**src/rtl/alu_issue_pkg.sv**
```systemverilog
// Shared constants for the ALU issue sequencer: ALU control codes, MIPS
// opcode/funct values, sequencer states and the immediate-extension helper.
package alu_issue_pkg;

    localparam logic [3:0] CTL_AND  = 4'b0000;
    localparam logic [3:0] CTL_OR   = 4'b0001;
    localparam logic [3:0] CTL_ADDU = 4'b0010;
    localparam logic [3:0] CTL_SLL  = 4'b0011;
    localparam logic [3:0] CTL_SRL  = 4'b0100;
    localparam logic [3:0] CTL_XOR  = 4'b0101;
    localparam logic [3:0] CTL_SUBU = 4'b0110;
    localparam logic [3:0] CTL_SLT  = 4'b0111;
    localparam logic [3:0] CTL_ADD  = 4'b1010;
    localparam logic [3:0] CTL_SUB  = 4'b1110;
    localparam logic [3:0] CTL_SLTU = 4'b1111;

    localparam logic [5:0] OP_RTYPE = 6'h00;
    localparam logic [5:0] OP_BEQ   = 6'h04;
    localparam logic [5:0] OP_BNE   = 6'h05;
    localparam logic [5:0] OP_ADDI  = 6'h08;
    localparam logic [5:0] OP_ADDIU = 6'h09;
    localparam logic [5:0] OP_SLTI  = 6'h0A;
    localparam logic [5:0] OP_SLTIU = 6'h0B;
    localparam logic [5:0] OP_ANDI  = 6'h0C;
    localparam logic [5:0] OP_ORI   = 6'h0D;
    localparam logic [5:0] OP_XORI  = 6'h0E;

    localparam logic [5:0] FN_SLL  = 6'h00;
    localparam logic [5:0] FN_SRL  = 6'h02;
    localparam logic [5:0] FN_ADD  = 6'h20;
    localparam logic [5:0] FN_ADDU = 6'h21;
    localparam logic [5:0] FN_SUB  = 6'h22;
    localparam logic [5:0] FN_SUBU = 6'h23;
    localparam logic [5:0] FN_AND  = 6'h24;
    localparam logic [5:0] FN_OR   = 6'h25;
    localparam logic [5:0] FN_XOR  = 6'h26;
    localparam logic [5:0] FN_SLT  = 6'h2A;
    localparam logic [5:0] FN_SLTU = 6'h2B;

    typedef enum logic [1:0] {
        ST_IDLE = 2'd0,
        ST_EXEC = 2'd1,
        ST_DONE = 2'd2
    } state_e;

    typedef enum logic [1:0] {
        B_RT   = 2'd0,
        B_SEXT = 2'd1,
        B_ZEXT = 2'd2
    } bsel_e;

    function automatic logic [31:0] ext_imm(input logic [15:0] imm, input logic sign);
        return sign ? {{16{imm[15]}}, imm} : {16'h0000, imm};
    endfunction

endpackage

```
**src/rtl/alu_ctl_decode.sv**
```systemverilog
// Combinational MIPS instruction decode: ALU control code, operand-B source,
// operand-A forced to zero, shift flag and legality.
module alu_ctl_decode
    import alu_issue_pkg::*;
(
    input  logic [31:0] instr,
    output logic [3:0]  ctl_o,
    output bsel_e       b_sel_o,
    output logic        a_zero_o,
    output logic        shift_o,
    output logic        legal_o
);

    logic [5:0] opcode_s;
    logic [5:0] funct_s;
    logic [4:0] shamt_s;
    logic       unused_fields_s;

    assign opcode_s        = instr[31:26];
    assign funct_s         = instr[5:0];
    assign shamt_s         = instr[10:6];
    assign unused_fields_s = ^instr[25:11];

    // Opcode/funct decode; a zero-length shift becomes a pass-through OR of rt.
    always_comb begin
        ctl_o    = CTL_AND;
        b_sel_o  = B_RT;
        a_zero_o = 1'b0;
        shift_o  = 1'b0;
        legal_o  = 1'b1;
        case (opcode_s)
            OP_RTYPE: begin
                case (funct_s)
                    FN_AND:  ctl_o = CTL_AND;
                    FN_OR:   ctl_o = CTL_OR;
                    FN_ADDU: ctl_o = CTL_ADDU;
                    FN_ADD:  ctl_o = CTL_ADD;
                    FN_SUBU: ctl_o = CTL_SUBU;
                    FN_SUB:  ctl_o = CTL_SUB;
                    FN_XOR:  ctl_o = CTL_XOR;
                    FN_SLT:  ctl_o = CTL_SLT;
                    FN_SLTU: ctl_o = CTL_SLTU;
                    FN_SLL, FN_SRL: begin
                        a_zero_o = 1'b1;
                        shift_o  = 1'b1;
                        if (shamt_s == 5'd0) begin
                            ctl_o = CTL_OR;
                        end else begin
                            ctl_o = (funct_s == FN_SLL) ? CTL_SLL : CTL_SRL;
                        end
                    end
                    default: legal_o = 1'b0;
                endcase
            end
            OP_BEQ, OP_BNE: ctl_o = CTL_SUBU;
            OP_ADDI:  begin ctl_o = CTL_ADD;  b_sel_o = B_SEXT; end
            OP_ADDIU: begin ctl_o = CTL_ADDU; b_sel_o = B_SEXT; end
            OP_SLTI:  begin ctl_o = CTL_SLT;  b_sel_o = B_SEXT; end
            OP_SLTIU: begin ctl_o = CTL_SLTU; b_sel_o = B_SEXT; end
            OP_ANDI:  begin ctl_o = CTL_AND;  b_sel_o = B_ZEXT; end
            OP_ORI:   begin ctl_o = CTL_OR;   b_sel_o = B_ZEXT; end
            OP_XORI:  begin ctl_o = CTL_XOR;  b_sel_o = B_ZEXT; end
            default:  legal_o = 1'b0;
        endcase
    end

endmodule

```
**src/rtl/alu_issue_seq.sv**
```systemverilog
// Issue sequencer in front of an external single-cycle ALU: decodes one
// instruction, drives registered operands, iterates shifts, returns the result.
module alu_issue_seq
    import alu_issue_pkg::*;
#(
    parameter int DATA_W = 32
) (
    input  logic              clk,
    input  logic              rst_n,
    input  logic              in_valid,
    output logic              in_ready,
    input  logic [31:0]       instr,
    input  logic [DATA_W-1:0] rs_val,
    input  logic [DATA_W-1:0] rt_val,
    output logic [DATA_W-1:0] alu_a,
    output logic [DATA_W-1:0] alu_b,
    output logic [3:0]        alu_ctl,
    input  logic [DATA_W-1:0] alu_result,
    input  logic              alu_zero,
    output logic              out_valid,
    input  logic              out_ready,
    output logic [DATA_W-1:0] out_result,
    output logic              out_zero,
    output logic              out_illegal
);

    state_e            state_q, state_d;
    logic [DATA_W-1:0] alu_a_q, alu_a_d;
    logic [DATA_W-1:0] alu_b_q, alu_b_d;
    logic [3:0]        alu_ctl_q, alu_ctl_d;
    logic [4:0]        count_q, count_d;
    logic [DATA_W-1:0] res_q, res_d;
    logic              zero_q, zero_d;
    logic              illegal_q, illegal_d;

    logic [3:0]        dec_ctl_s;
    bsel_e             dec_bsel_s;
    logic              dec_a_zero_s;
    logic              dec_shift_s;
    logic              dec_legal_s;
    logic              in_ready_s;
    logic              out_valid_s;

    alu_ctl_decode u_decode (
        .instr    (instr),
        .ctl_o    (dec_ctl_s),
        .b_sel_o  (dec_bsel_s),
        .a_zero_o (dec_a_zero_s),
        .shift_o  (dec_shift_s),
        .legal_o  (dec_legal_s)
    );

    // State register.
    always_ff @(posedge clk or negedge rst_n) begin
        if (!rst_n) begin
            state_q <= ST_IDLE;
        end else begin
            state_q <= state_d;
        end
    end

    // Next-state: illegal ops skip EXEC; DONE never accepts a new bundle.
    always_comb begin
        state_d = state_q;
        case (state_q)
            ST_IDLE: begin
                if (in_valid) begin
                    state_d = dec_legal_s ? ST_EXEC : ST_DONE;
                end else begin
                    state_d = ST_IDLE;
                end
            end
            ST_EXEC: begin
                if (count_q <= 5'd1) begin
                    state_d = ST_DONE;
                end else begin
                    state_d = ST_EXEC;
                end
            end
            ST_DONE: begin
                if (out_ready) begin
                    state_d = ST_IDLE;
                end else begin
                    state_d = ST_DONE;
                end
            end
            default: state_d = ST_IDLE;
        endcase
    end

    // State-decoded handshake outputs.
    always_comb begin
        in_ready_s  = (state_q == ST_IDLE);
        out_valid_s = (state_q == ST_DONE);
    end

    // Datapath next values: issue on accept, feed shifts back, capture the result.
    always_comb begin
        alu_a_d   = alu_a_q;
        alu_b_d   = alu_b_q;
        alu_ctl_d = alu_ctl_q;
        count_d   = count_q;
        res_d     = res_q;
        zero_d    = zero_q;
        illegal_d = illegal_q;
        case (state_q)
            ST_IDLE: begin
                if (in_valid && dec_legal_s) begin
                    alu_a_d   = dec_a_zero_s ? {DATA_W{1'b0}} : rs_val;
                    alu_ctl_d = dec_ctl_s;
                    count_d   = dec_shift_s ? instr[10:6] : 5'd0;
                    case (dec_bsel_s)
                        B_SEXT:  alu_b_d = ext_imm(instr[15:0], 1'b1);
                        B_ZEXT:  alu_b_d = ext_imm(instr[15:0], 1'b0);
                        default: alu_b_d = rt_val;
                    endcase
                end else if (in_valid) begin
                    res_d     = {DATA_W{1'b0}};
                    zero_d    = 1'b0;
                    illegal_d = 1'b1;
                end else begin
                    count_d = count_q;
                end
            end
            ST_EXEC: begin
                if (count_q > 5'd1) begin
                    alu_b_d = alu_result;
                    count_d = count_q - 5'd1;
                end else begin
                    res_d     = alu_result;
                    zero_d    = alu_zero;
                    illegal_d = 1'b0;
                    count_d   = 5'd0;
                end
            end
            default: count_d = count_q;
        endcase
    end

    // Datapath registers.
    always_ff @(posedge clk or negedge rst_n) begin
        if (!rst_n) begin
            alu_a_q   <= {DATA_W{1'b0}};
            alu_b_q   <= {DATA_W{1'b0}};
            alu_ctl_q <= 4'b0000;
            count_q   <= 5'd0;
            res_q     <= {DATA_W{1'b0}};
            zero_q    <= 1'b0;
            illegal_q <= 1'b0;
        end else begin
            alu_a_q   <= alu_a_d;
            alu_b_q   <= alu_b_d;
            alu_ctl_q <= alu_ctl_d;
            count_q   <= count_d;
            res_q     <= res_d;
            zero_q    <= zero_d;
            illegal_q <= illegal_d;
        end
    end

    assign in_ready    = in_ready_s;
    assign out_valid   = out_valid_s;
    assign alu_a       = alu_a_q;
    assign alu_b       = alu_b_q;
    assign alu_ctl     = alu_ctl_q;
    assign out_result  = res_q;
    assign out_zero    = zero_q;
    assign out_illegal = illegal_q;

endmodule
```
**config.mk**
```make
export PLATFORM = sky130hd
export DESIGN_NAME = alu_issue_seq
export DESIGN_NICKNAME = d
export VERILOG_FILES = /design/src/rtl/alu_issue_pkg.sv /design/src/rtl/alu_ctl_decode.sv /design/src/rtl/alu_issue_seq.sv
export SDC_FILE = /design/constraint.sdc
export NUM_CORES = 1
export LEC_CHECK = 0
export ABC_AREA = 1
export CAP_MARGIN = 20
export CELL_PAD_IN_SITES_DETAIL_PLACEMENT = 1
export CELL_PAD_IN_SITES_GLOBAL_PLACEMENT = 1
export CORE_MARGIN = 3
export CORE_UTILIZATION = 30
export CTS_CLUSTER_DIAMETER = 100
export DETAILED_ROUTE_END_ITERATION = 12
export PLACE_DENSITY_LB_ADDON = 0.1
export SYNTH_ARGS = -nofsm -noshare
export SYNTH_HDL_FRONTEND = slang
export SYNTH_HIERARCHICAL = 1
export SYNTH_SLANG_ARGS = --single-unit
```
**constraint.sdc**
```tcl
create_clock -name clk -period 1.7 [get_ports clk]
set_input_delay 0.255 -clock clk [delete_from_list [all_inputs] [get_ports clk]]
set_output_delay 0.255 -clock clk [all_outputs]
set_load 0.02 [all_outputs]
```
-- Yosys cells after proc, flatten, opt, wreduce, memory -nomap -nowiden
Cells that the tools add are included.
W data, S select, Z words.
- register bits: 109
- bits of input ports: 133
- output and inout port bits: 104
- word-level logic and storage cells: 90
- add/subtract/negate cells: 1
- order comparisons: 2
- equal/unequal tests: 28
- multiplexer cells: 35
- reductions and logical operators: 16
- operators by type and width (cell ; number):
    $mux W32 ; 6
    $pmux W32 S2 ; 3
    $eq A6 B6 Y1 const B ; 9
    $eq A6 B4 Y1 const B ; 7
    $pmux W4 S9 ; 1
    $pmux W4 S8 ; 1
    $mux W5 ; 3
    $eq A6 B3 Y1 const B ; 2
    $logic_not A6 Y1 ; 2
    $reduce_or A11 Y1 ; 1
    $pmux W5 S2 ; 1
    $mux W1 ; 9
    $reduce_or A9 Y1 ; 1
    $mux W2 ; 4
    $ne A2 B2 Y1 const B ; 4
    $eq A6 B2 Y1 const B ; 1
    $pmux W1 S2 ; 3
    $pmux W2 S3 ; 1
    $gt A5 B1 Y1 const B ; 1
    $le A5 B1 Y1 const B ; 1
    $logic_not A5 Y1 ; 1
    $sub A5 B1 Y5 const B ; 1
    $eq A2 B1 Y1 const B ; 2
    $eq A2 B2 Y1 const B ; 2
    other kinds (13) ; 15

-- Depth between registers and ports, before layout
- depth after elaboration: 7
- mapped depth: 14
- mapped depth without buffers: 13

-- Modules after synthesis
The synthesis kept the hierarchy.
- modules (own cells, without submodules) (module ; times used ; cells an instance ; area an instance (µm²) ; sequential area each (µm²)):
    alu_issue_seq ; 1 ; 696 ; 5225.0 ; 2727.6
    alu_ctl_decode ; 1 ; 80 ; 395.4 ; 0.0

-- Least setup slack after synthesis
No wires, ideal clock.
- path kind: input to register
- from: in instr[31]
- to: reg alu_b_q[26], in the netlist alu_b[26]
- setup time: 0.120 ns
- data arrival time: 1.792 ns
- required time: 1.580 ns
- setup slack: -0.213 ns
- stages on the path: 12
- buffers on the path: 2
- path through: nor2_2 inv_1 nor2_1 inv_1 ha_1 buf_2 inv_2 nand3_1 buf_2 a21oi_1 o21ai_0 nand2_1
- longest elaborated chain between the ends: 7
- elaborated cells between the ends (all ways): 23
- those cells by class: 12 x eq/ne; 5 x mux; 6 x reduce/logical
- RTL lines (item ; RTL line ; text):
    start: declaration ; alu_issue_seq.sv:12 ; input logic [31:0] instr,
    $eq A6 B4 Y1 ; alu_ctl_decode.sv:31 ; case (opcode_s)
    $reduce_or A4 Y1 (no line) / $reduce_or A3 Y1 (equally long branches) ; - ;
    $pmux W2 S2 * ; alu_ctl_decode.sv:31 ;
    net dec_bsel_s[0] ; alu_issue_seq.sv:37 ; bsel_e dec_bsel_s;
    $eq A2 B2 Y1 / $eq A2 B1 Y1 (equally long branches) ; alu_issue_seq.sv:112 ; case (dec_bsel_s)
    $pmux W32 S2 * ; alu_issue_seq.sv:112 ;
    $mux W32 * ; alu_issue_seq.sv:108 ; if (in_valid && dec_legal_s) begin
    $pmux W32 S2 * ; alu_issue_seq.sv:106 ; case (state_q)
    end signal: assignment ; alu_issue_seq.sv:144 ; alu_b_q <= {DATA_W{1'b0}};
    end signal: assignment ; alu_issue_seq.sv:152 ; alu_b_q <= alu_b_d;
    end: declaration ; alu_issue_seq.sv:29 ; logic [DATA_W-1:0] alu_b_q, alu_b_d;
Mark *: on every way through the listed nets, which the timed path passes. The rest lies on a longest branch. The select of a mux whose other input is x is not followed.
A chain may end at the register's enable or synchronous reset.

-- Final worst setup path
- from: reg alu_b_q[5], in the netlist alu_b[5]
- to: out alu_b[5]
- RTL lines (item ; RTL line ; text):
    end: declaration ; alu_issue_seq.sv:16 ; output logic [DATA_W-1:0] alu_b,
No word-level cell between the ends.

==> metrics <==
syn_nets=slightly above 900; vias in the first global route=roughly 6400; Final ANT Viol Nets=0; GRT met3 Usage=approximately 4.4%; final setup vio count=0; Avg Cell Area, Syn=approximately 7.2 um2; Core Footprint=around 18000 um2; Worst Setup SP=alu_b[5]$_DFFE_PN0P_; Worst-path clk slew=approximately 90 ps; endpoint class of the critical path=output port; WP depth=1; flop-to-flop setup slack=approximately 100 ps; Slew Viols, Final=0; port bufs=approximately 230; maxcap violations=0; flops & latches, synth=roughly 110; initial drt markers=about 160; final hold violations=0; slowest CP cell=clkdlybuf4s50_1; area of the mapped netlist=between 5000 and 6000 um2; worst clock skew=9.57 ps; largest net degree at the start of global routing=52; Crit path max-delay family=buffers and inverters; initial antenna violation count=0; status=finished clean; power consumption=12900 uW; Multi-input gate area=2630 um2; worst r2r path cells=9; WS Path Type=reg -> out; Reg area=2730 um2; origin of the critical flop-to-flop path=count_q[0]$_DFFE_PN0P_; RSZ-0062 raised after global routing=false; # rows=49; leading cell type in the layout, fill and taps excluded=nand2_1; reg2reg end=alu_b[25]$_DFFE_PN0P_; Syn. warnings=6; CTS buffer count=9; routing usage on met2=a little over a third; Startpoint Class=flip-flop; most frequent cells in the layout=314 x nand2_1, 211 x clkdlybuf4s50_1, 109 x dfrtp_1, 71 x nor2_1, 48 x inv_1; max incr delay on CP=slightly above 600 ps; Clock Latency Late Sink=between 300 and 400 ps; final wirelength=roughly 21000 um; DIE WIDTH=approximately 140 um; I/O pins=about 240; via count=~6000; worst slew pin tran=481 ps; GRT busiest layer=met2; Crit path buffers/inverters=1; Syn-to-layout area delta=63.6%; register area share after synthesis=around 49%; Yosys cell types=30; dpl ws=-728 ps; Mapped Cells=approximately 780; period utilization=around 95%; Setup WS post-layout=83.3 ps; worst vdd ir=around 0.63 mV; critical path cell sequence=clkdlybuf4s50_1; static leakage=about 0.0046 uW; nets=approximately 1200; final-layout fill cell count=about 2200; slew margin rel.=67.9%; die area=between 20000 and 25000 um2; worst min path class=in -> reg; drt pass-1 iters=4; H-tree levels=3; worst-path fanout max=2; Root Buffer=clkbuf_16; CTS Buffer Depth=2; DRC Markers=0; Global Route met1 Usage=between 20% and 30%; ant diodes=0; Highest Clock Rate=about 620 MHz; Starting Density=between 30% and 40%; Via density=~4.7; share of layout cells above drive strength 1=between 10% and 20%; DR WL/cell=roughly 17 um; critical path arrival=~1400 ps; first-pass GRT wire length=between 30000 and 40000 um; total gr overflow=0; placer congestion estimate=0.843; DIE HEIGHT=approximately 140 um; TritonCTS clock tree=built; pwr/cell area=around 1400 nW/um2; minimum clock period=around 1600 ps; DP Wirelength=15600 um; Worst Setup EP=alu_b[5]; Worst EP required=about 1400 ps; GRT Util Overall=between 20 and 25%; clock sink count=around 110
## final cells by class
class | instances | area share, %
Inverter | 60 | 2.61
Clock inverter | 7 | 0.993
Timing Repair inverter | 1 | 0.0680
Tap cell | 229 | 3.12
Clock buffer | 9 | 2.45
Timing Repair Buffer | 294 | 32.5
Multi-Input combinational cell | 566 | 28.6
Sequential cell | 109 | 29.7
## per-stage QoR
stage	setup TNS [ps]	hold slack, ps	instances	util (%)	area, um2
floorplan	-43.5	-40.6	776	-	5700
CTS	-12.3	394	1270	49.8	9070
global placement	-63310	244	1247	47.3	8610
detailed placement	-64320	246	1247	47.3	8610
finish	0	359	1275	50.5	9200
global route	0	442	1275	50.5	9200
## logic make-up (layout without fill, tap and decap cells)
| logic type | after synthesis | in the layout | synth area share [%] |
|---|---|---|---|
| adders and majority gates | 4 | 4 | 0.891 |
| DFF | 109 | 109 | 48.5 |
| AOI/OAI and AO/OA | 112 | 112 | 10.3 |
| xor gates and xnor gates | 1 | 1 | 0.156 |
| and+or+nand+nor | 448 | 449 | 32.5 |
| buffers and inverters | 102 | 371 | 7.64 |
## what timing repair did
item | 4_1_cts | 5_1_grt
hold buffers | 1 | 0
resized for setup | 41 | 43
endpoints found under the hold margin | 28 | 0
endpoints found under the setup margin | 111 | 108
gates cloned | 3 | 1
buffers inserted | 3 | 4
pin swaps | 9 | 14
## routing by layer
| metal | routed length [um] | vias to the layer above | share of wire [%] |
|---|---|---|---|
| met5 | 0 | - | 0 |
| met4 | 268 | 0 | 1.3 |
| met3 | 1060 | 19 | 4.9 |
| met2 | 10500 | 156 | 49 |
| met1 | 9560 | 2889 | 45 |
| li1 | - | 2968 | - |
## synth_stat cells, drive strengths merged
master	instances	area (um2)
nand4	20	131
clkinv	1	3.75
o311ai	1	8.76
clkbuf	18	67.6
ha	4	50.1
o211ai	1	12.5
dfrtp	109	2730
o21ai	84	420
nor3	1	5.00
xor2	1	8.76
a21oi	25	129
buf	24	136
inv	59	221
nor2	83	344
nor4	1	12.5
or2	1	6.26
nand3	23	125
nand2	319	1200
o21bai	1	7.51
## worst min-delay path by stage
stage	startpoint	to	slack (ps)	cells after the start
4_1_cts	rst_n	out_result[27]$_DFFE_PN0P_	390	2
2_1_floorplan	rst_n	alu_a[0]$_DFFE_PN0P_	-40	0
3_5_place_dp	rst_n	out_result[7]$_DFFE_PN0P_	250	1
6_report	instr[27]	alu_ctl[3]$_DFFE_PN0P_	360	7
5_1_grt	rst_n	out_result[27]$_DFFE_PN0P_	440	2
3_3_place_gp	rst_n	alu_b[9]$_DFFE_PN0P_	240	1
## worst register-to-register path, stage by stage (launching register included)
cell and delay [ps]:
dfrtp_1 430, ha_1 220, o21bai_1 150, nand2_1 80, nand2_1 120, nand2_4 130, inv_6 70, clkbuf_16 170
nand2_1 60, nand2_1 50
## flip-flops by register name (all words and copies together) (netlist names)
name and count:
count_q 5, alu_a 32, out_result 32, out_illegal 1, alu_ctl 4, state_q 2, alu_b 32, out_zero 1
## report_power, final
| group | switching (uW) | internal (uW) |
|---|---|---|
| clock | 1120 | 1180 |
| sequential | 595 | 3600 |
| combinational | 3480 | 2900 |
Power figures use the tool's default switching activity.
